[src/rtl/ultrasonic_echo_responder_pkg.sv]
// Shared state encodings, timing defaults and LFSR helpers for the
// ultrasonic echo responder.
package ultrasonic_pkg;

  typedef enum logic [4:0] {
    S_IDLE      = 5'b00001,
    S_TRIG_HIGH = 5'b00010,
    S_BURST     = 5'b00100,
    S_ECHO      = 5'b01000,
    S_HOLDOFF   = 5'b10000
  } state_t;

  localparam int US_PER_CM_DEF   = 58;
  localparam int MIN_TRIG_US_DEF = 10;
  localparam int BURST_US_DEF    = 200;
  localparam int MAX_ECHO_US_DEF = 38000;
  localparam int HOLDOFF_US_DEF  = 1000;

  localparam logic [15:0] LFSR_SEED = 16'hACE1;

  // x^16 + x^14 + x^13 + x^11 Fibonacci LFSR
  function automatic logic [15:0] lfsr_next(input logic [15:0] l);
    return {l[14:0], l[15] ^ l[13] ^ l[12] ^ l[10]};
  endfunction

endpackage

[src/rtl/ultrasonic_echo_responder_if.sv]
// trig/echo bundle between a ranging controller (master) and the
// emulated sensor (slave).
interface ultrasonic_echo_responder_if #(
  parameter int DIST_W = 9
);
  logic              trig;
  logic [DIST_W-1:0] distance_cm;
  logic              range_valid;
  logic              echo;
  logic              busy;
  logic              short_trig;
  logic [7:0]        trig_count;

  modport master (
    output trig, distance_cm, range_valid,
    input  echo, busy, short_trig, trig_count
  );

  modport slave (
    input  trig, distance_cm, range_valid,
    output echo, busy, short_trig, trig_count
  );
endinterface

[src/rtl/edge_detector_n.sv]
// Registered rising/falling edge detector for an already
// synchronized level.
module edge_detector_n (
  input  logic clk,
  input  logic reset_p,
  input  logic din,
  output logic rise,
  output logic fall
);
  logic prev_q;

  always_ff @(posedge clk or posedge reset_p) begin
    if (reset_p) begin
      prev_q <= 1'b0;
      rise   <= 1'b0;
      fall   <= 1'b0;
    end else begin
      prev_q <= din;
      rise   <= din & ~prev_q;
      fall   <= ~din & prev_q;
    end
  end
endmodule

[src/rtl/ultrasonic_echo_responder_usec_tick_gen.sv]
// Microsecond prescaler of period TPU clocks; restart realigns the
// phase so intervals start exactly at a state change.
module usec_tick_gen #(
  parameter int TPU = 100
) (
  input  logic clk,
  input  logic reset_p,
  input  logic restart,
  output logic tick
);
  localparam int CW = (TPU > 1) ? $clog2(TPU) : 1;

  logic [CW-1:0] cnt_q;

  assign tick = (cnt_q == CW'(TPU - 1));

  always_ff @(posedge clk or posedge reset_p) begin
    if (reset_p)
      cnt_q <= '0;
    else if (restart || tick)
      cnt_q <= '0;
    else
      cnt_q <= cnt_q + 1'b1;
  end
endmodule

[src/rtl/ultrasonic_echo_responder.sv]
// HC-SR04 style trig/echo sensor emulator.
// Optional echo jitter: define ULTRASONIC_ECHO_JITTER_EN.
module ultrasonic_echo_responder
  import ultrasonic_pkg::*;
#(
  parameter int CLK_FREQ_HZ = 100_000_000,
  parameter int US_PER_CM   = US_PER_CM_DEF,
  parameter int MIN_TRIG_US = MIN_TRIG_US_DEF,
  parameter int BURST_US    = BURST_US_DEF,
  parameter int MAX_ECHO_US = MAX_ECHO_US_DEF,
  parameter int HOLDOFF_US  = HOLDOFF_US_DEF,
  parameter int DIST_W      = 9
) (
  input logic clk,
  input logic reset_p,
  ultrasonic_echo_responder_if.slave bus
);
  localparam int TPU = CLK_FREQ_HZ / 1_000_000;
  localparam logic [15:0] MAX16 = 16'(MAX_ECHO_US);

  state_t      state_q, state_d;
  logic [15:0] us_q, us_d;
  logic [15:0] width_q, width_d;
  logic [7:0]  cnt_q, cnt_d;
  logic        echo_q, echo_d;
  logic        short_q, short_d;
  logic        sync1_q, sync2_q;
  logic        trig_rise, trig_fall;
  logic        tick, restart;
  logic [15:0] dist_eff, prod, base_w, width_new;

  always_ff @(posedge clk or posedge reset_p) begin
    if (reset_p) begin
      sync1_q <= 1'b0;
      sync2_q <= 1'b0;
    end else begin
      sync1_q <= bus.trig;
      sync2_q <= sync1_q;
    end
  end

  edge_detector_n u_edge (
    .clk     (clk),
    .reset_p (reset_p),
    .din     (sync2_q),
    .rise    (trig_rise),
    .fall    (trig_fall)
  );

  usec_tick_gen #(.TPU(TPU)) u_tick (
    .clk     (clk),
    .reset_p (reset_p),
    .restart (restart),
    .tick    (tick)
  );

  always_comb begin
    dist_eff = 16'(bus.distance_cm);
    if (dist_eff == 16'd0)
      dist_eff = 16'd1;
    prod = dist_eff * 16'(US_PER_CM);
    if (!bus.range_valid || prod > MAX16)
      base_w = MAX16;
    else
      base_w = prod;
  end

`ifdef ULTRASONIC_ECHO_JITTER_EN
  logic [15:0] lfsr_q;
  logic [16:0] jsum;

  always_comb begin
    jsum = {1'b0, base_w} + {14'd0, lfsr_q[2:0]};
    if (jsum > {1'b0, MAX16})
      width_new = MAX16;
    else
      width_new = jsum[15:0];
  end

  always_ff @(posedge clk or posedge reset_p) begin
    if (reset_p)
      lfsr_q <= LFSR_SEED;
    else if (state_q == S_TRIG_HIGH && state_d == S_BURST)
      lfsr_q <= lfsr_next(lfsr_q);
  end
`else
  assign width_new = base_w;
`endif

  always_comb begin
    state_d = state_q;
    width_d = width_q;
    cnt_d   = cnt_q;
    echo_d  = echo_q;
    short_d = 1'b0;
    us_d    = us_q;
    if (tick && us_q != 16'hFFFF)
      us_d = us_q + 16'd1;
    case (state_q)
      S_IDLE: begin
        if (trig_rise)
          state_d = S_TRIG_HIGH;
      end
      S_TRIG_HIGH: begin
        // a tick landing on the fall cycle still counts toward the width
        if (trig_fall) begin
          if (({1'b0, us_q} + {16'd0, tick}) >= 17'(MIN_TRIG_US)) begin
            width_d = width_new;
            cnt_d   = cnt_q + 8'd1;
            state_d = S_BURST;
          end else begin
            short_d = 1'b1;
            state_d = S_IDLE;
          end
        end
      end
      S_BURST: begin
        if (tick && us_q == 16'(BURST_US - 1)) begin
          echo_d  = 1'b1;
          state_d = S_ECHO;
        end
      end
      S_ECHO: begin
        if (tick && us_q == width_q - 16'd1) begin
          echo_d  = 1'b0;
          state_d = S_HOLDOFF;
        end
      end
      S_HOLDOFF: begin
        if (tick && us_q == 16'(HOLDOFF_US - 1))
          state_d = S_IDLE;
      end
      default: begin
        echo_d  = 1'b0;
        state_d = S_IDLE;
      end
    endcase
    restart = (state_d != state_q);
    if (restart)
      us_d = 16'd0;
  end

  always_ff @(posedge clk or posedge reset_p) begin
    if (reset_p) begin
      state_q <= S_IDLE;
      us_q    <= 16'd0;
      width_q <= 16'd0;
      cnt_q   <= 8'd0;
      echo_q  <= 1'b0;
      short_q <= 1'b0;
    end else begin
      state_q <= state_d;
      us_q    <= us_d;
      width_q <= width_d;
      cnt_q   <= cnt_d;
      echo_q  <= echo_d;
      short_q <= short_d;
    end
  end

  assign bus.echo       = echo_q;
  assign bus.short_trig = short_q;
  assign bus.trig_count = cnt_q;
  assign bus.busy       = !(state_q == S_IDLE || state_q == S_TRIG_HIGH);
endmodule
[src/flat_wrapper.sv]
// flat-port wrapper written by rule: the top's interface ports become plain ports
module ultrasonic_echo_responder_flat import ultrasonic_pkg::*;
#(
  parameter int CLK_FREQ_HZ = 100_000_000,
  parameter int US_PER_CM   = US_PER_CM_DEF,
  parameter int MIN_TRIG_US = MIN_TRIG_US_DEF,
  parameter int BURST_US    = BURST_US_DEF,
  parameter int MAX_ECHO_US = MAX_ECHO_US_DEF,
  parameter int HOLDOFF_US  = HOLDOFF_US_DEF,
  parameter int DIST_W      = 9
)
  (clk, reset_p, bus_trig, bus_distance_cm, bus_range_valid, bus_echo, bus_busy, bus_short_trig, bus_trig_count);
  ultrasonic_echo_responder_if #(.DIST_W(DIST_W)) bus_i ();
  input logic clk;
  input logic reset_p;
  input wire logic [$bits(bus_i.trig)-1:0] bus_trig;
  input wire logic [$bits(bus_i.distance_cm)-1:0] bus_distance_cm;
  input wire logic [$bits(bus_i.range_valid)-1:0] bus_range_valid;
  output wire logic [$bits(bus_i.echo)-1:0] bus_echo;
  output wire logic [$bits(bus_i.busy)-1:0] bus_busy;
  output wire logic [$bits(bus_i.short_trig)-1:0] bus_short_trig;
  output wire logic [$bits(bus_i.trig_count)-1:0] bus_trig_count;
  assign bus_i.trig = bus_trig;
  assign bus_i.distance_cm = bus_distance_cm;
  assign bus_i.range_valid = bus_range_valid;
  assign bus_echo = bus_i.echo;
  assign bus_busy = bus_i.busy;
  assign bus_short_trig = bus_i.short_trig;
  assign bus_trig_count = bus_i.trig_count;
  ultrasonic_echo_responder #(.CLK_FREQ_HZ(CLK_FREQ_HZ), .US_PER_CM(US_PER_CM), .MIN_TRIG_US(MIN_TRIG_US), .BURST_US(BURST_US), .MAX_ECHO_US(MAX_ECHO_US), .HOLDOFF_US(HOLDOFF_US), .DIST_W(DIST_W)) u_core (.clk(clk), .reset_p(reset_p), .bus(bus_i));
endmodule
[config.mk]
export PLATFORM = sky130hd
export DESIGN_NAME = ultrasonic_echo_responder_flat
export DESIGN_NICKNAME = d
export VERILOG_FILES = /design/src/rtl/ultrasonic_echo_responder_pkg.sv /design/src/rtl/ultrasonic_echo_responder_if.sv /design/src/rtl/edge_detector_n.sv /design/src/rtl/ultrasonic_echo_responder_usec_tick_gen.sv /design/src/rtl/ultrasonic_echo_responder.sv /design/src/flat_wrapper.sv
export SDC_FILE = /design/constraint.sdc
export NUM_CORES = 1
export LEC_CHECK = 0
export CORE_ASPECT_RATIO = 2
export CORE_UTILIZATION = 50
export DETAILED_ROUTE_END_ITERATION = 6
export PLACE_DENSITY = 0.76
export SLEW_MARGIN = 20
export SYNTH_ARGS = -nofsm -noshare
export SYNTH_HDL_FRONTEND = slang
export SYNTH_HIERARCHICAL = 1
export SYNTH_SLANG_ARGS = --single-unit
[constraint.sdc]
create_clock -name clk -period 4.3 [get_ports clk]
set_clock_uncertainty 0.2 [all_clocks]
set_input_delay 1.075 -clock clk [delete_from_list [all_inputs] [get_ports clk]]
set_output_delay 1.075 -clock clk [all_outputs]
set_load 0.02 [all_outputs]
==> reports/results.txt, run 1 <==
status = finished, violations left
failing checks = setup timing
Post-synth EDFFs = 0
most common cell after layout, fill and taps aside = buf_4
Netlist cell types = 78
CP Launch Type = input pin
clock sink count = 58
TritonCTS clock tree = yes
RSZ-0062 raised after global routing = true
Final nets = 742
crit path cell chain = buf_8 > inv_4 > ha_4 > nand2_4 > nor3_4 > buf_6 > nand3_4 > nand2_4 > inv_2 > fa_1 > ha_1 > inv_2 > fa_1 > inv_2 > ha_4 > a21oi_4 > nand2_2 > buf_6 > o21ai_4 > buf_6 > a211oi_4 > a2bb2oi_4 > o2111a_2 > a211o_1
worst endpoint required time = 4.31 ns
Area Overhead vs Synth = 32.1%
DP HPWL = 10.8 mm
M3 GR Usage = 4.44%
n_diodes = 0
PwrDens = 380 nW/um2
core area = 9830 um2
Pins Over Slew Limit = 0
grt met2 use = 56.2%
vias after detailed routing = 4953
post-route worst setup slack = -0.892 ns
Synth Flop Type = dfrtp_1
Reg clk slew, reported paths = 0.05 ns
1st-pass router iterations = 6
clk buf depth = 2
largest net degree at the start of global routing = 49
Final Hold Viols = 0
worst-path maximum fanout = 8
first-pass GRT wire length = 23.5 mm
CTS HTree Levels = 3
Clock Latency Late Sink = 0.33 ns
WHS Path Cells = 0
Buffers on Ports = 23
P_leak = 2.90 nW
crit-path max cell delay = 0.48 ns
synthesized cell area = 5120 um2
Mapped Cells = 594
maximum VDD drop = 0.000301 V
IO Pins = 24
post-route cell area = 6760 um2
CTS Buf Count = 9
die area = 10700 um2
count of final setup violators = 15
crit path time final = 5.19 ns
Avg Vias per Cell = 6.06
average wire per standard cell = 18.2 um
vias in the first global route = 5061
Util after Layout = 68.8%
Post-Syn Area per Cell = 8.62 um2
Crit. End Element = flop
crit path DAT = 5.21 ns
slowest stage cell on the critical path = fa_1
Setup WS pre-CTS = -1.78 ns
Worst Hold Class = flop to flop
WHS = 0.153 ns
CTS Root Cell = clkbuf_16
DRC violations left = 0
global routing usage on met1 = 24.9%
Critical Setup Path Class = input pin to flop
Starting Density = 52.1%
sequential area share after synthesis = 28.4%
Die W = 73.5 um
total power = 2.57 mW
gpl congestion = 0.904
non-filler cells, final = 817
Least-Margin Pin Slew = 0.993 ns
die height = 145 um
Placed Area = 6040 um2
final wirelength = 14.8 mm
fraction of registers with async set/reset = 100%
starting DRC count in detailed routing = 493
GR Overflow Total = 0
commonest non-fill, non-tap cells in the layout = 77 x buf_4, 57 x dfrtp_1, 52 x nor2_1
row count = 51
crit share post-route = 121%
GRT Resource Usage Total = 28.9%
GRT Max-Usage Layer = met2
initial antenna violation count = 0
final-layout fill cell count = 769
worst r2r path cells = 12
share of cells above drive strength 1 = 27.2%
maxcap violations = 0
syn_nets = 655
Max Fclk = 193 MHz
max_slew headroom = 32.7%
# placed instances = 784
Final ANT Viol Nets = 0
Setup TNS Final = -12.09 ns
Seq cells post-synth = 58
Yosys warnings = 6
==> cell usage after synthesis, drive strengths merged, types with 14 or more instances <==
| library cell | n | area [um2] |
|---|---|---|
| nand3 | 23 | 120 |
| xnor2 | 37 | 324 |
| clkbuf | 19 | 72.6 |
| nor2 | 52 | 195 |
| nand4 | 16 | 106 |
| nand2 | 42 | 158 |
| ha | 37 | 463 |
| xor2 | 16 | 140 |
| dfrtp | 57 | 1430 |
| nor3 | 23 | 126 |
| a21oi | 14 | 73.8 |
| o21ai | 21 | 105 |
| inv | 54 | 203 |
==> metal layers <==
metal	vias up	share of wire, %
li1	2302	-
met1	2378	31
met2	200	59
met3	73	3.4
met4	0	6.4
met5	-	0
==> worst max-delay path, delay by kind of cell <==
kind | cells | cell delay (ns)
compound gates | 6 | 1.27
simple gates | 5 | 0.52
fa+ha+maj | 5 | 1.67
buf+inv | 8 | 0.69
==> registers in the layout (all words and copies together), names as in the netlist, 5 cells and up <==
name                   cells
u_core/bus.trig_count      8
u_core/state_q             5
u_core/u_tick/cnt_q        7
u_core/us_q               16
u_core/width_q            15
==> worst paths after layout <==
path / from / slack (ns) / to
max: bus_distance_cm[6] / -0.89 / u_core/width_q[7]
min: u_core/sync1_q / 0.15 / u_core/sync2_q
max reg2reg: u_core/u_tick/cnt_q[0] / 0.28 / u_core/bus.trig_count[1]
min reg2reg: u_core/sync1_q / 0.15 / u_core/sync2_q
max in group asynchronous: reset_p / 2.26 / u_core/us_q[15]
min in group asynchronous: reset_p / 0.84 / u_core/u_edge/prev_q
==> report_power, final <==
part	switching, mW	internal, mW	leakage [nW]	total (mW)
Sequential	0.0691	0.585	0.732	0.655
Clock	0.239	0.458	0.142	0.697
Combinational	0.590	0.629	2.03	1.22
Total	0.898	1.67	2.90	2.57
==> final cells by class <==
cell class	instances	area [um2]	area share, %
well taps	132	165	2.44
inverters	55	240	3.55
flip-flops and latches	58	1450	21.5
clock inverters	3	40.0	0.592
clock buffers	12	246	3.64
repair buffers	107	902	13.3
multi-input cells	450	3720	55.0
==> cell families after synthesis <==
group                    Yosys count  share of synthesized area (%)
multiplexers                       5                           1.00
flip-flops                        58                           28.4
adder cells (fa/ha/maj)           48                           13.3
AO/OA/AOI/OAI                    121                           17.3
XOR/XNOR                          53                           9.07
AND/OR/NAND/NOR                  223                           23.4
buffers and inverters             86                           7.58
==> timing repair <==
action,CTS,global route
hold buffers,0,0
pin swaps,31,9
setup buffers,12,6
setup endpoints to repair,15,15
cloned,0,0
resized for setup,68,20
No activity file was read; power rests on OpenSTA's default activity.
==> run 2: changes to the inputs <==
==> constraint.sdc (replaced) <==
create_clock -name clk -period 4.3 [get_ports clk]
set_clock_uncertainty 0.2 [all_clocks]
set_input_delay 1.075 -clock clk [delete_from_list [all_inputs] [get_ports clk]]
set_output_delay 1.075 -clock clk [all_outputs]
set_load 0.05 [all_outputs]
==> results of run 2 <==
The final DEF is identical to that of run 1. Status: finished, violations left: setup timing.
Main changes from that run: total power 2.57 mW -> 2.58 mW
==> run 3: changes to the inputs <==
--- a/config.mk
+++ b/config.mk
@@ -6,6 +6,7 @@
 export NUM_CORES = 1
 export LEC_CHECK = 0
 export CORE_ASPECT_RATIO = 2
+export CORE_MARGIN = 2
 export CORE_UTILIZATION = 50
 export DETAILED_ROUTE_END_ITERATION = 6
 export PLACE_DENSITY = 0.76
==> run 3 against run 2 <==
Net effect:
- the flow still finishes with violations (setup timing)
- non-clock buffer count is 12 lower
- total power down 4.0%
- routed wire length decreased by 3.9%
- first-iteration DRC count is 11% lower
- count of clock-buffer cells in the layout grew 2
- combinational power down 7%
==> reports/results.txt, run 3 (same netlist as run 1, synthesis figures left out) <==
max_slew headroom = 37.4%
CTS Root Cell = clkbuf_16
crit path time final = 5.24 ns
register area = 1450 um2
P_leak = 2.84 nW
final wirelength = 14.3 mm
GR Overflow Total = 0
Starting Density = 51.1%
worst r2r src = u_core/u_tick/cnt_q[0]
WHS = 0.153 ns
n_diodes = 0
worst r2r path cells = 12
crit share post-route = 122%
maximum VDD drop = 0.000273 V
WHS Endpoint = u_core/sync2_q
max reg flops = 16
vias in the first global route = 5143
largest net degree at the start of global routing = 49
die area = 11100 um2
Worst Hold Class = flop to flop
CTS HTree Levels = 3
Final nets = 730
crit path cell chain = buf_8 > inv_4 > ha_4 > nand2_4 > nor3_4 > buf_6 > nand3_4 > nand2_2 > inv_2 > fa_1 > ha_1 > inv_2 > fa_1 > inv_2 > ha_4 > buf_6 > nor3b_4 > a311oi_1 > nand3_1 > a211oi_2 > a2bb2oi_2 > o2111ai_4 > o211ai_1
Avg Vias per Cell = 6.01
die height = 147 um
first-pass GRT wire length = 23.0 mm
crit path DAT = 5.27 ns
Multi-input gate area = 3690 um2
row count = 52
share of cells above drive strength 1 = 25.5%
PwrDens = 372 nW/um2
WHS Path Cells = 0
initial antenna violation count = 0
most common cell after layout, fill and taps aside = buf_4
Critical Setup Path Class = input pin to flop
Final ANT Viol Nets = 0
maxcap violations = 0
RR Endpoint = u_core/width_q[12]
1st-pass router iterations = 5
GRT Resource Usage Total = 27.1%
Max Fclk = 191 MHz
most used cell, CP = inv_2
Hold Crit Start = u_core/sync1_q
clk buf depth = 2
Reg clk slew, reported paths = 0.05 ns
Buf+Inv Stages, Crit Path = 7
vias after detailed routing = 4861
gpl congestion = 0.902
Die W = 75.5 um
starting DRC count in detailed routing = 439
Buffers on Ports = 23
CP Launch Type = input pin
average wire per standard cell = 17.6 um
IO Pins = 24
DP HPWL = 10.9 mm
final-layout fill cell count = 790
post-route worst setup slack = -0.937 ns
worst-path maximum fanout = 6
RSZ-0062 raised after global routing = true
failing checks = setup timing
core area = 10000 um2
R2R Setup Slk = 0.25 ns
crit-path max cell delay = 0.51 ns
commonest non-fill, non-tap cells in the layout = 65 x buf_4, 57 x dfrtp_1, 52 x nor2_1
Area Overhead vs Synth = 29.8%
Least-Margin Pin Slew = 0.925 ns
Final Hold Viols = 0
Clock Latency Late Sink = 0.33 ns
Setup WS pre-CTS = -1.83 ns
hold_buf cts = 0
status = finished, violations left
TritonCTS clock tree = yes
kind of cell adding the most delay to the critical path = adder cells
count of final setup violators = 15
Crit. End Element = flop
CTS Buf Count = 9
Pins Over Slew Limit = 0
Largest Register = u_core/us_q
DRC violations left = 0
clock sink count = 58
slowest stage cell on the critical path = fa_1
worst endpoint required time = 4.33 ns
-- run 3: cell types whose count changed in the layout (fill, tap and decap cells not counted), sizes merged --
cell / change
buf: -13
clkbuf: +2
bufinv: -1
clkdlybuf4s15: +1
clkinv: +1
inv: -1
-- run 3: cell type report --
type,instances,share of cell area (%)
multi-input combinational,450,55.5
sequential,58,21.9
timing repair buffer,95,12.0
clock buffer,14,4.28
inverter,55,3.62
tap,135,2.54
clock inverter,2,0.151
-- run 3: report_power, final --
part           internal [mW]  leakage [nW]  switching [mW]
clock                  0.450         0.149           0.237
combinational          0.576          1.96           0.556
sequential             0.586         0.732          0.0695
-- run 3: stage by stage --
stage / cell area (um2) / power [mW] / setup TNS, ns / std cells / utilization (%)
CTS: 6580 / 2.41 / -11.46 / 809 / 65.6
finish: 6640 / 2.47 / -12.72 / 809 / 66.3
floorplan: 5330 / 1.27 / -9.81 / 594 / -
detailed placement: 6020 / 1.61 / -25.70 / 784 / 60.1
global route: 6640 / 2.61 / -14.43 / 809 / 66.3
global placement: 6020 / 1.57 / -23.97 / 784 / 60.1
-- run 3: worst max-delay path by stage --
stage,start,to,slack [ns],cells after the start
floorplan,bus_distance_cm[3],u_core/width_q[7],-0.75,19
global placement,bus_distance_cm[3],u_core/width_q[1],-1.69,20
detailed placement,bus_distance_cm[3],u_core/width_q[2],-1.83,20
CTS,bus_distance_cm[6],u_core/width_q[2],-0.85,21
global route,bus_distance_cm[6],u_core/width_q[7],-1.05,24
finish,bus_distance_cm[6],u_core/width_q[11],-0.94,23
-- run 3: what timing repair did --
| action | in CTS | in global routing |
|---|---|---|
| gates cloned | 1 | 0 |
| pin swaps | 32 | 23 |
| setup endpoints to repair | 15 | 15 |
| resized for setup | 62 | 20 |
| setup buffers | 8 | 1 |
-- run 3: metal layers --
| metal | vias to the layer above | GRT usage, % | share of wire, % |
|---|---|---|---|
| li1 | 2270 | - | - |
| met1 | 2376 | 22.7 | 32 |
| met2 | 153 | 51.8 | 58 |
| met3 | 62 | 4.46 | 3.1 |
| met4 | 0 | 19.6 | 6.8 |
| met5 | - | 0 | 0 |
